## config.mk

```make
export PLATFORM = sky130hd
export DESIGN_NAME = pdm_seq_ctrl
export DESIGN_NICKNAME = d
export VERILOG_FILES = /design/src/rtl/pdm_seq_ctrl.sv
export SDC_FILE = /design/constraint.sdc
export NUM_CORES = 1
export LEC_CHECK = 0
export CAP_MARGIN = 0
export CELL_PAD_IN_SITES_DETAIL_PLACEMENT = 1
export CELL_PAD_IN_SITES_GLOBAL_PLACEMENT = 2
export CORE_ASPECT_RATIO = 0.5
export CORE_UTILIZATION = 38
export DETAILED_ROUTE_END_ITERATION = 6
export PLACE_DENSITY_LB_ADDON = 0.1
export SLEW_MARGIN = 10
export SYNTH_ARGS = -nofsm -noshare
export SYNTH_HDL_FRONTEND = slang
export SYNTH_SLANG_ARGS = --single-unit
```

## constraint.sdc

```tcl
create_clock -name clk -period 3.2 [get_ports clk]
set_input_delay 0.64 -clock clk [delete_from_list [all_inputs] [get_ports clk]]
set_output_delay 0.64 -clock clk [all_outputs]
set_load 0.01 [all_outputs]
```

## src/rtl/pdm_seq_ctrl.sv

```systemverilog
// Waveform sequencer for the 5-bit PDM core: loads up to DEPTH samples over a
// valid/ready port, then replays them cyclically with a write strobe every div+1 clocks.
module pdm_seq_ctrl #(
  parameter int unsigned DEPTH = 8,
  parameter int unsigned AW    = 3,
  parameter int unsigned DIV_W = 8
) (
  input  logic             clk,
  input  logic             reset_n,
  input  logic [4:0]       i_cfg_data,
  input  logic             i_cfg_valid,
  input  logic             i_cfg_last,
  output logic             o_cfg_ready,
  input  logic             i_start,
  input  logic             i_stop,
  input  logic             i_clear,
  input  logic [DIV_W-1:0] i_div,
  output logic [4:0]       o_sample_out,
  output logic             o_sample_we,
  output logic             o_playing,
  output logic [AW:0]      o_wave_len
);

  typedef enum logic [1:0] {StIdle, StLoad, StReady, StPlay} state_e;

  state_e           r_state;
  state_e           w_state_d;

  logic [4:0]       r_mem [DEPTH];
  logic [AW-1:0]    r_wr_ptr;
  logic [AW-1:0]    r_rd_ptr;
  logic [AW:0]      r_wave_len;
  logic [DIV_W-1:0] r_div_q;
  logic [DIV_W-1:0] r_cnt;
  logic [4:0]       r_sample_out;
  logic             r_sample_we;
  logic             r_playing;

  logic             w_wr;
  logic             w_full;
  logic             w_rd_wrap;
  logic [AW-1:0]    w_rd_next;
  logic             w_start_play;
  logic             w_mute;

  // clear outranks the write, so a transfer coinciding with clear is dropped
  assign w_wr         = i_cfg_valid & o_cfg_ready & ~i_clear;
  assign w_full       = (r_wr_ptr == AW'(DEPTH - 1));
  assign w_rd_wrap    = ({1'b0, r_rd_ptr} == (r_wave_len - {{AW{1'b0}}, 1'b1}));
  assign w_rd_next    = w_rd_wrap ? '0 : (r_rd_ptr + AW'(1));
  assign w_start_play = (r_state == StReady) & (w_state_d == StPlay);
  assign w_mute       = (r_state == StPlay) & (i_clear | i_stop);

  // State register
  always_ff @(posedge clk or negedge reset_n) begin
    if (!reset_n) begin
      r_state <= StIdle;
    end else begin
      r_state <= w_state_d;
    end
  end

  // Next-state logic
  always_comb begin
    w_state_d = r_state;
    if (i_clear) begin
      w_state_d = StIdle;
    end else begin
      unique case (r_state)
        StIdle, StLoad: begin
          if (w_wr) begin
            w_state_d = (i_cfg_last || w_full) ? StReady : StLoad;
          end
        end
        StReady: begin
          if (i_start) w_state_d = StPlay;
        end
        StPlay: begin
          if (i_stop) w_state_d = StReady;
        end
        default: w_state_d = StIdle;
      endcase
    end
  end

  // Output logic
  always_comb begin
    o_cfg_ready = 1'b0;
    unique case (r_state)
      StIdle, StLoad: o_cfg_ready = 1'b1;
      default:        o_cfg_ready = 1'b0;
    endcase
  end

  // Buffer contents are not reset
  always_ff @(posedge clk) begin
    if (w_wr) begin
      r_mem[r_wr_ptr] <= i_cfg_data;
    end
  end

  always_ff @(posedge clk or negedge reset_n) begin
    if (!reset_n) begin
      r_wr_ptr     <= '0;
      r_rd_ptr     <= '0;
      r_wave_len   <= '0;
      r_div_q      <= '0;
      r_cnt        <= '0;
      r_sample_out <= '0;
      r_sample_we  <= 1'b0;
      r_playing    <= 1'b0;
    end else begin
      r_sample_we <= 1'b0;
      r_playing   <= (w_state_d == StPlay);

      if (i_clear) begin
        r_wr_ptr   <= '0;
        r_wave_len <= '0;
      end else if (w_wr) begin
        r_wr_ptr   <= r_wr_ptr + AW'(1);
        r_wave_len <= r_wave_len + {{AW{1'b0}}, 1'b1};
      end

      if (w_mute) begin
        r_sample_out <= '0;
        r_sample_we  <= 1'b1;
        r_cnt        <= '0;
        r_rd_ptr     <= '0;
      end else if (w_start_play) begin
        r_div_q      <= i_div;
        r_cnt        <= i_div;
        r_rd_ptr     <= '0;
        r_sample_out <= r_mem[0];
        r_sample_we  <= 1'b1;
      end else if (r_state == StPlay) begin
        if (r_cnt == '0) begin
          r_cnt        <= r_div_q;
          r_rd_ptr     <= w_rd_next;
          r_sample_out <= r_mem[w_rd_next];
          r_sample_we  <= 1'b1;
        end else begin
          r_cnt <= r_cnt - DIV_W'(1);
        end
      end
    end
  end

  assign o_sample_out = r_sample_out;
  assign o_sample_we  = r_sample_we;
  assign o_playing    = r_playing;
  assign o_wave_len   = r_wave_len;

endmodule

```

# Word level (Yosys, flattened, before mapping)
# Memory sizes are Yosys's and may differ from the RTL's.
# Index checks and enable logic that the tools add are counted.
[totals] word_cells=67 out_inout_bits=12 memories=1 romBits=0 ram_bits=40 register_bits=35 in_bits=20 latchBits=0
[memory_table] name="r_mem" words=8 width=5 rd=2 rd_clocked_by_memory_dff=0 write_ports=1 line_no="29" source="logic [4:0] r_mem [DEPTH];"
[op_classes] reduce_logical=9 n_div=0 magnitude_cmp=0 n_shift=0 n_eq_ne=6 n_addsub=5 mux=30 n_mul=0 n_bitwise=7
[op_table] op="$mux W8" n=4
[op_table] op="$mux W3" n=7
[op_table] op="$mux W5" n=4
[op_table] op="$mux W2" n=5
[op_table] op="$logic_not A8 Y1" n=1
[op_table] op="$mux W4" n=2
[op_table] op="$sub A8 B1 Y8 const B" n=1
[op_table] op="$mux W1" n=7
[op_table] op="$add A3 B1 Y3 const B" n=2
[op_table] op="$eq A2 B2 Y1 const B" n=3
[op_table] op="$pmux W2 S3" n=1
[op_table] op="$reduce_bool A3 Y1" n=2
[op_table] op="$add A4 B1 Y4 const B" n=1
[op_table] op="$and A1 B1 Y1" n=4
[op_table] op="$eq A3 B4 Y1" n=1
[op_table] op="$reduce_and A2 Y1" n=2
[op_table] op="$sub A4 B1 Y4 const B" n=1
[op_table] op="$eq A3 B3 Y1 const B" n=1
[op_table] op="$eq A2 B1 Y1 const B" n=1
[op_table] op="$logic_not A2 Y1" n=1
[op_table] op="$not A1 Y1" n=2
[op_table] op="$reduce_bool A2 Y1" n=1
[op_table] op="$reduce_or A2 Y1" n=1
[op_table] op="$logic_or A1 B1 Y1" n=1
[op_table] op="$or A1 B1 Y1" n=1

# Depth between registers and ports, before layout
# Gate-level depths: netlist of the first run.
[logic_depth] word_depth=12 depth_mapped=11 depth_no_buf=9

# Worst setup path after synthesis of the first run
# Ideal clock, no wire load.
[synth_timing] path_kind="reg2reg" from="reg r_wave_len[0], in the netlist o_wave_len[0]" to="reg r_sample_out[2], in the netlist o_sample_out[2]" setup_ns=0.087 path_buffers=2 path_stages_with_launch=11 arrival_ns=2.434 required_ns=3.113 path_slack_ns=0.680 synth_period_minus_slack_ns=2.520 path_cell_list="dfrtp_1 > clkbuf_1 > inv_1 > ha_1 > xor2_1 > or3_1 > a21oi_2 > buf_2 > mux2i_1 > a2111o_1 > o211ai_1"
[synth_via] elab_chain_cells=8
[synth_rtl] element="from (decl)" line_no="32" source="logic [AW:0] r_wave_len;"
[synth_rtl] element="from (signal assigned)" line_no="121" source="r_wave_len <= r_wave_len + {{AW{1'b0}}, 1'b1};"
[synth_rtl] element="$sub A4 B1 Y4" line_no="49" source="assign w_rd_wrap = ({1'b0, r_rd_ptr} == (r_wave_len - {{AW{1'b0}}, 1'b1}));"
[synth_rtl] element="$eq A3 B4 Y1" line_no="49"
[synth_rtl] element="$mux W3" line_no="50" source="assign w_rd_next = w_rd_wrap ? '0 : (r_rd_ptr + AW'(1));"
[synth_rtl] element="$mem_v2 Z8 W5"
[synth_rtl] element="$mux W5" line_no="136" source="if (r_cnt == '0) begin"
[synth_rtl] element="$mux W5" line_no="135" source="end else if (r_state == StPlay) begin"
[synth_rtl] element="$mux W5" line_no="129" source="end else if (w_start_play) begin"
[synth_rtl] element="$mux W5" line_no="124" source="if (w_mute) begin"
[synth_rtl] element="to (signal assigned)" line_no="133" source="r_sample_out <= r_mem[0];"
[synth_rtl] element="to (signal assigned)" line_no="139" source="r_sample_out <= r_mem[w_rd_next];"
[synth_rtl] element="to (decl)" line_no="35" source="logic [4:0] r_sample_out;"
# No other way between the ends. The select of a mux whose other input is x is not followed.
# A chain may end at the register's enable or synchronous reset.

# Worst setup path in the final report of the first run
[layout_timing] from="reg r_cnt[2]" to="reg r_sample_out[1], in the netlist o_sample_out[1]"
[layout_via] elab_chain_cells=3
[layout_rtl] element="from (decl)" line_no="34" source="logic [DIV_W-1:0] r_cnt;"
[layout_rtl] element="from (signal assigned)" line_no="131" source="r_cnt <= i_div;"
[layout_rtl] element="from (signal assigned)" line_no="137" source="r_cnt <= r_div_q;"
[layout_rtl] element="from (signal assigned)" line_no="142" source="r_cnt <= r_cnt - DIV_W'(1);"
[layout_rtl] element="$logic_not A8 Y1" line_no="136"
[layout_rtl] element="$reduce_bool A3 Y1 (no line)"
[layout_rtl] element="$reduce_and A2 Y1 (no line)"
# No other way between the ends.

==> run metrics, run 1 <==
vias in the first global route=2891; Peak supply drop=0.000382 V; die area=9970 µm²; Final ANT Viol Nets=0; Synth Cell Area=3630 µm²; floorplan row count=24; Final GP Congestion=0.777; worst-case clock buffer depth=2; H-tree depth=3; Num CTS Buffers=9; DR vias=2649; FF-to-FF End=o_sample_out[1]$_DFFE_PN0P_; pre-CTS WS=414 ps; Root Buffer=clkbuf_16; syn_nets=352; Hold Vio Cnt, Final=0; status=finished, final reports clean; Setup TNS=0 ps; CTS Hold Buffers Added=0; RSZ-0062 raised after global routing=no; post-synth cell types=52; PwrDens=823 nW/µm²; Post-DP Area=4100 µm²; initial core utilization=40.4%; Port Buf Inserts=31; die width=140 µm; Setup crit start kind=flop; Pre-antenna DRT Iters=4; reg2reg path depth=7; top-count cell post-synth=nand2_1; Data required, critical path=3470 ps; GRT Util Overall=20.5%; Yosys top cell area share=33.1%; Setup Fix Bufs, Post-CTS=0; fmax=0.393 GHz; DP Wirelength=6510 µm; Routed WL per cell=19.0 µm; initial antenna violation count=0; NumNets Final=391; layout cells sized above 1=11.4%; dominant synthesized flop cell=edfxtp_1; Finish-stage setup viols=0; Post-Route WL=9220 µm; pin count of the biggest net entering global routing=36; wl on met1=4530 µm; met2 WL=4290 µm; register-to-register setup slack=660 ps; Worst Path Arrival=2810 ps; Worst Slack Setup Final=658 ps; clk_lat worst skew=330 ps; Final Cell Area=4420 µm²; Tmin final=2540 ps; routed wl met3=331 µm; Post-synth top cells=nand2_1 (51), edfxtp_1 (40), dfrtp_1 (35); EDFF count, synth=40; # fillers=961; worst min path class=in2async; Yosys top cell by area=edfxtp_1; worst hold slack=412 ps; uppermost layer routed=met4; antenna fix cells=0; number of synthesis warnings=0; Core Area=8980 µm²; first-pass GRT wire length=15200 µm; post-cts resize count=0; number of synthesized register bits=75; asr flop ratio synth=46.7%; sequential area share after synthesis=57.2%; number of max-cap violations=0; gr ovfl total=0; largest cells by area after synthesis=edfxtp_1 (33%), dfrtp_1 (24%), nand2_1 (5.3%); Leakage=0.00173 µW; Iter 0 DRT Violations=85; I/O pin cnt=32; CP Class=reg2reg; syn avg cell area=11.2 µm²; Post-Syn Instances=325; crit path launch=r_cnt[2]$_DFFE_PN0P_; Period Utilization, post-route=79.4%; RR Startpoint=r_cnt[2]$_DFFE_PN0P_; clock skew=3.80 ps; Tot Pwr=3630 µW; Slew headroom=43.9%; # DRC=0; critical path fanouts, max=9; Tightest Pin Transition=842 ps; fin. max-slew vios=0; CP Capture Type=flop; Sinks on Clock Net=75; CTS tree=done; Chip Height=71.1 µm; Clk pin slew, worst setup/hold paths=60 ps; Area Growth Syn to Fin=21.6%; vias per cell=5.45
[critical path, cell delays in order (launching register included)]
cell	delay, ps
dfrtp_1	440
or4_1	660
or3_1	470
a21o_1	270
inv_8	110
o22ai_4	70
a2111oi_2	310
or3_1	150
[cells in the final DEF (no fill, tap or decap), drive strengths merged, types with 2 or more instances in the layout]
master / Yosys / layout
o211ai: 4 / 4
clkdlybuf4s50: 0 / 30
nor2: 19 / 19
dfrtp: 35 / 35
or2: 3 / 3
nand2b: 6 / 6
buf: 8 / 13
mux2i: 19 / 19
a21oi: 25 / 25
or4: 3 / 3
xnor2: 4 / 4
xor2: 7 / 7
edfxtp: 40 / 40
inv: 8 / 8
nor2b: 2 / 2
clkinv: 1 / 3
o22ai: 4 / 4
ha: 7 / 7
bufinv: 0 / 2
a211oi: 3 / 3
a2111oi: 2 / 2
o221a: 2 / 2
a22o: 9 / 9
nand3: 4 / 4
nand2: 51 / 51
clkbuf: 7 / 11
o31ai: 2 / 2
or3: 8 / 8
nor3: 8 / 8
o21ai: 19 / 19
[state kept, by name, indices dropped and copies added, names as in the netlist]
register / flops
r_state: 2
r_div_q: 8
r_mem: 40
r_rd_ptr: 3
r_cnt: 8
o_sample_out: 5
r_wr_ptr: 3
o_wave_len: 4
o_sample_we: 1
o_playing: 1
[per-layer routing]
| layer | GRT usage [%] | vias up |
|---|---|---|
| li1 | - | 1269 |
| met1 | 26.7 | 1330 |
| met2 | 33.9 | 40 |
| met3 | 5.82 | 10 |
| met4 | 5.49 | 0 |
| met5 | 0 | - |
[layout make-up]
type,instances,area [µm²],share of cell area (%)
clock buffers,11,233,5.27
inverters,9,41.3,0.935
well taps,117,146,3.32
repair buffers,43,395,8.95
clock inverters,5,80.1,1.81
flip-flops and latches,75,2080,47.0
multi-input cells,226,1440,32.7
[worst max path at each step]
stage,to,slack [ps],depth (start not counted)
2_1_floorplan,o_sample_out[2]$_DFFE_PN0P_,680,10
3_3_place_gp,o_sample_out[1]$_DFFE_PN0P_,520,8
3_5_place_dp,o_sample_out[0]$_DFFE_PN0P_,410,9
4_1_cts,o_sample_out[1]$_DFFE_PN0P_,660,7
5_1_grt,o_sample_out[1]$_DFFE_PN0P_,520,7
6_report,o_sample_out[1]$_DFFE_PN0P_,660,7
[metrics by stage]
stage | util, % | instances
floorplan | - | 325
global placement | 45.7 | 470
detailed placement | 45.7 | 470
CTS | 49.2 | 486
global route | 49.2 | 486
finish | 49.2 | 486
[logic make-up (layout without fill, tap and decap cells)]
logic type | after synthesis | in the layout | share of synthesized area (%)
AO/OA/AOI/OAI | 80 | 80 | 15.0
XOR/XNOR | 11 | 11 | 2.65
adder cells (fa/ha/maj) | 7 | 7 | 2.41
buffers and inverters | 24 | 68 | 3.45
flip-flops | 75 | 75 | 57.2
multiplexers | 20 | 20 | 5.55
AND/OR/NAND/NOR | 108 | 108 | 13.7
[power by group]
group / total, µW / internal (µW) / switching, µW
clock network: 1070 / 682 / 390
logic: 1300 / 576 / 723
registers: 1260 / 1140 / 125
total: 3630 / 2400 / 1240
(Power assumes the default switching activity.)
==> run 2, diff against run 1 <==
==> constraint.sdc (replaced) <==
create_clock -name clk -period 2.7 [get_ports clk]
set_input_delay 0.54 -clock clk [delete_from_list [all_inputs] [get_ports clk]]
set_output_delay 0.54 -clock clk [all_outputs]
set_load 0.01 [all_outputs]
==> run 2 against run 1 <==
Worst hold slack lost 110 ps. Total power grew 24%. Routed wire length shrank 1.1%. Sequential share of layout area shrank 1.2 points. Clock skew grew 1.3 ps.
==> run metrics, run 2 (synthesized netlist as in run 1, its figures left out) <==
status=finished, final reports clean (unchanged); Num CTS Buffers=9 (unchanged); commonest non-fill, non-tap cell in the layout=nand2_1 (unchanged); DP Wirelength=6550 µm (was 6510 µm); Finish-stage setup viols=0 (unchanged); RR Startpoint=r_cnt[2]$_DFFE_PN0P_ (unchanged); Period Utilization, post-route=91.5% (was 79.4%); FF-to-FF End=o_sample_out[1]$_DFFE_PN0P_ (unchanged); Slew headroom=44.7% (was 43.9%); Leakage=0.00180 µW (was 0.00173 µW); CP Capture Type=flop (unchanged); Setup crit start kind=flop (unchanged); Setup Fix Bufs, Post-CTS=0 (unchanged); RSZ-0062 raised after global routing=no (unchanged); Peak supply drop=0.000412 V (was 0.000382 V); Port Buf Inserts=31 (unchanged); met2 WL=4240 µm (was 4290 µm); vias per cell=5.34 (was 5.45); Post-DP Area=4160 µm² (was 4100 µm²); register-to-register setup slack=230 ps (was 660 ps); initial core utilization=40.4% (unchanged); # fillers=971 (was 961); layout cells sized above 1=13.8% (was 11.4%); antenna fix cells=0 (unchanged); clk_lat worst skew=330 ps (about the same); vias in the first global route=2774 (was 2891); Root Buffer=clkbuf_16 (unchanged); NumNets Final=399 (was 391); worst min path class=in2async (unchanged); # DRC=0 (unchanged); CTS tree=done (unchanged); Pre-antenna DRT Iters=4 (unchanged); Final ANT Viol Nets=0 (unchanged); Iter 0 DRT Violations=102 (was 85); Clk pin slew, worst setup/hold paths=60 ps (about the same); number of placed cells counting well taps=478 (was 470); gr ovfl total=0 (unchanged); Hold Vio Cnt, Final=0 (unchanged); clock skew=5.11 ps (was 3.80 ps); Worst Path Arrival=2740 ps (was 2810 ps); Chip Height=71.1 µm (unchanged); wl on met1=4400 µm (was 4530 µm); max reg flops=40 (unchanged); PwrDens=994 nW/µm² (was 823 nW/µm²); fmax=0.405 GHz (was 0.393 GHz); Final Cell Area=4530 µm² (was 4420 µm²); Top Registers=r_mem: 40 flops, r_cnt: 8 flops, r_div_q: 8 flops (unchanged); CP Class=reg2reg (unchanged); GRT Util Overall=20.0% (was 20.5%); floorplan row count=24 (unchanged); Routed WL per cell=18.5 µm (was 19.0 µm); Data required, critical path=2970 ps (was 3470 ps); critical path fanouts, max=6 (was 9); fin util=50.4% (was 49.2%); Final GP Congestion=0.864 (was 0.777); Register Area=2080 µm² (unchanged); pin count of the biggest net entering global routing=36 (unchanged); CTS Hold Buffers Added=0 (unchanged); uppermost layer routed=met4 (unchanged); die area=9970 µm² (unchanged); routed wl met3=436 µm (was 331 µm); reg2reg path depth=7 (unchanged); Core Area=8980 µm² (unchanged); Sinks on Clock Net=75 (unchanged); post-cts resize count=0 (unchanged); die width=140 µm (unchanged); worst-case clock buffer depth=2 (unchanged); H-tree depth=3 (unchanged); Setup TNS=0 ps (unchanged); first-pass GRT wire length=14800 µm (was 15200 µm); I/O pin cnt=32 (unchanged); post-route insts no fill=494 (was 486); number of max-cap violations=0 (unchanged); Area Growth Syn to Fin=24.8% (was 21.6%); Tmin final=2470 ps (was 2540 ps); Tightest Pin Transition=829 ps (was 842 ps); initial antenna violation count=0 (unchanged); most frequent cells in the layout=nand2_1 (51), edfxtp_1 (40), dfrtp_1 (35) (unchanged); fin. max-slew vios=0 (unchanged); DR vias=2640 (was 2649); Post-Route WL=9120 µm (was 9220 µm); multi-input logic area=1440 µm² (unchanged); most flop-heavy register=r_mem (unchanged); Tot Pwr=4500 µW (was 3630 µW)
## run 2: cell types whose count changed in the layout (fill, tap and decap cells not counted)
cell	previous run	this run
inv_6	0	1
clkinv_1	2	1
bufinv_16	2	4
buf_4	12	20
clkbuf_1	2	1
clkinv_4	1	0
## run 2: layer usage
layer  track usage (%)  up-vias
met4              5.25        0
li1                  -     1278
met5                 0        -
met1              26.8     1305
met2              31.8       51
met3              6.09        6
## run 2: how the worst max path moves through the flow
stage | from | end | slack (ps) | depth (start not counted)
floorplan | o_wave_len[0]$_DFFE_PN0P_ | o_sample_out[2]$_DFFE_PN0P_ | 180 | 10
global placement | i_clear | o_sample_out[0]$_DFFE_PN0P_ | 150 | 8
detailed placement | i_clear | o_sample_out[0]$_DFFE_PN0P_ | 80 | 9
CTS | r_cnt[2]$_DFFE_PN0P_ | o_sample_out[1]$_DFFE_PN0P_ | 210 | 7
global route | r_cnt[2]$_DFFE_PN0P_ | o_sample_out[1]$_DFFE_PN0P_ | 80 | 7
finish | r_cnt[2]$_DFFE_PN0P_ | o_sample_out[1]$_DFFE_PN0P_ | 230 | 7
## run 2: critical path, cell delays in order, from the launching register on
cell	delay [ps]
dfrtp_1	440
or4_1	630
or3_1	450
a21o_1	270
inv_8	80
o22ai_4	60
a2111oi_2	320
or3_1	160
## run 2: final cells by class
class / count / area share [%]
clock inverters: 6 / 3.01
well taps: 117 / 3.23
clock buffers: 10 / 5.06
repair buffers: 51 / 10.1
flip-flops and latches: 75 / 45.9
inverters: 9 / 0.912
multi-input cells: 226 / 31.9
## run 2: metrics by stage
step	hold WS, ps	worst slack (ps)
6_report	307	229
2_1_floorplan	244	180
5_1_grt	373	82.9
4_1_cts	327	212
3_5_place_dp	466	80.9
3_3_place_gp	453	152
## run 2: where the power goes
part,internal [µW],leakage (µW),switching [µW],total (µW)
Clock,999,0.000173,465,1460
Sequential,1350,0.000813,144,1490
Combinational,691,0.000810,852,1540
Total,3040,0.00180,1460,4500
==> patch: new RTL, settings of run 2 <==
Change the parameter `DEPTH` from 8 to 4.
--- a/src/rtl/pdm_seq_ctrl.sv
+++ b/src/rtl/pdm_seq_ctrl.sv
@@ -1,7 +1,7 @@
 // Waveform sequencer for the 5-bit PDM core: loads up to DEPTH samples over a
 // valid/ready port, then replays them cyclically with a write strobe every div+1 clocks.
 module pdm_seq_ctrl #(
-  parameter int unsigned DEPTH = 8,
+  parameter int unsigned DEPTH = 4,
   parameter int unsigned AW    = 3,
   parameter int unsigned DIV_W = 8
 ) (
Function: changed (Yosys sat finds a counterexample within 10 cycles, from zero or initial values and one cycle with reset_n low).
==> patch against run 2 <==
- the run now ends with design-rule violations left
- synthesized cell count decreased by 16%
- power decreased by 33%
- routed wire length decreased by 21%
- synthesized area decreased by 20%
- setup slack improved by 0.16 ns
- combinational power decreased by 31%
- sequential cell count decreased by 20
- hold slack improved by 0.031 ns
- core utilization decreased by 2.8 points
- first-iteration DRC count increased by 2.9%
- fmax increased by 7.1%
- design area decreased by 23%
- clock skew increased by 0.0022 ns
==> patch: results (changes against run 2) <==
stage	metric	value	unit	change
route	DR vias	2188		-17%
placed_design	HPWL after DPL	5170	µm	-21%
outcome	failing checks	design-rule violations		
route	Iteration-0 DRC Markers	105		+2.9%
route	Post-Route WL	7210	µm	-21%
sta	Slew @ Worst Pin	0.837	ns	+0.00786 ns
power_and_ir_drop	Power Clock	0.783	mW	-46%
sta	Max Clk Rate	433	MHz	+7.1%
synthesis	post-synthesis mux area share	3.19	%	-2.4 points
global_route	Overall Global Routing Usage	19.8	%	-0.26 points
synthesis	adder-cell share of the synthesized area	4.32	%	+1.9 points
power_and_ir_drop	Int Power	1.94	mW	-36%
route	drt wl/cell	17.8	µm	-3.5%
final_layout	registers with the most flip-flops	r_mem (20), r_cnt (8), r_div_q (8)		
synthesis	dominant cells by area after synthesis	dfrtp_1 30%, edfxtp_1 21%, nand2_1 5.3%, ha_1 4.3%, nor2_1 2.5%		
placed_design	dpl ws	0.338	ns	+0.257 ns
power_and_ir_drop	worst vdd ir	0.322	mV	-22%
synthesis	Yosys cell types	59		+13%
route	WL met1	3670	µm	-16%
sta	clock skew	0.00730	ns	+0.00219 ns
route	DRC Markers	1		+1
clocking	H-tree depth	2		-1
clocking	Skew-Pair Late Insertion Delay	0.30	ns	-0.03 ns
synthesis	Yosys reg bits	55		-27%
synthesis	Avg Cell Area, Syn	10.6	µm²	-4.9%
synthesis	Synth Area in XOR/XNOR	3.02	%	+0.37 points
synthesis	Post-synth EDFFs	20		-50%
final_layout	share of cells above drive strength 1	12.0	%	-1.8 points
worst_setup_path	crit path capture	o_sample_out[0]		
synthesis	register area share after synthesis	50.9	%	-6.3 points
clocking	CTS Buf Count	5		-4
worst_setup_path	critical path's top delay family	compound AO/OA/AOI/OAI gates		
worst_setup_path	worst-path maximum fanout	12		+6
synthesis	Post-synth ARST share	63.6	%	+17 points
outcome	outcome	complete, but fails checks		
worst_setup_path	Reg2Reg Setup Slack	0.39	ns	+0.16 ns
placed_design	dpl cell area	0.00332	mm²	-20%
global_route	GR met1 Demand/Resource	27.5	%	+0.68 points
worst_setup_path	RR Startpoint	o_wave_len[0]		
global_route	met2 usage	30.8	%	-1.1 points
route	metal3 WL	209	µm	-52%
placed_design	routability congestion estimate	0.838		-3.0%
worst_setup_path	Critical Path Slowest Stage Cell	dfrtp_1		
placed_design	post-placement cell count	397		-17%
power_and_ir_drop	sequential share of power	38.4	%	+5.2 points
clocking	CTS clk-pin slew, worst paths	0.08	ns	+0.02 ns
synthesis	top cells by count, synth	41 x nand2_1, 35 x dfrtp_1, 20 x edfxtp_1, 19 x nor2_1, 13 x inv_1		
synthesis	Synth Area in Compound Gates	17.2	%	+2.2 points
route	DRT Pass-1 Iters	6		+2
final_layout	Final nets	338		-15%
global_route	first-pass GRT wire length	12000	µm	-19%
synthesis	ys flop type	dfrtp_1		
power_and_ir_drop	Clock power frac	26.0	%	-6.5 points
worst_setup_path	Critical Path Max Stage Delay	0.51	ns	-0.12 ns
power_and_ir_drop	leakage power	1.47	nW	-18%
synthesis	Mapped Nets	303		-14%
-- patch: cell types whose count changed after synthesis, moves of 5 or more --
cell,run 2,this run
nand3_1,4,9
nand2_1,51,41
mux2i_1,19,7
inv_1,7,13
a21oi_1,24,9
o21ai_0,18,11
nor3_1,8,3
clkbuf_1,7,1
or3_1,8,1
edfxtp_1,40,20
-- patch: worst min-delay path by stage --
stage | start | endpoint | slack, ns
3_3_place_gp | r_div_q[7] | r_div_q[7] | 0.46
3_5_place_dp | r_div_q[7] | r_div_q[7] | 0.47
5_1_grt | reset_n | o_sample_out[1] | 0.40
6_report | reset_n | o_sample_out[1] | 0.34
2_1_floorplan | reset_n | o_playing | 0.24
4_1_cts | reset_n | o_sample_out[1] | 0.37
-- patch: final cells by class --
cell class / instances / area, µm²
timing repair buffer: 39 / 365
inverter: 14 / 52.6
sequential: 55 / 1480
multi-input combinational: 193 / 1310
clock buffer: 5 / 125
tap: 96 / 120
clock inverter: 3 / 50.0
fill: 819 / 3850
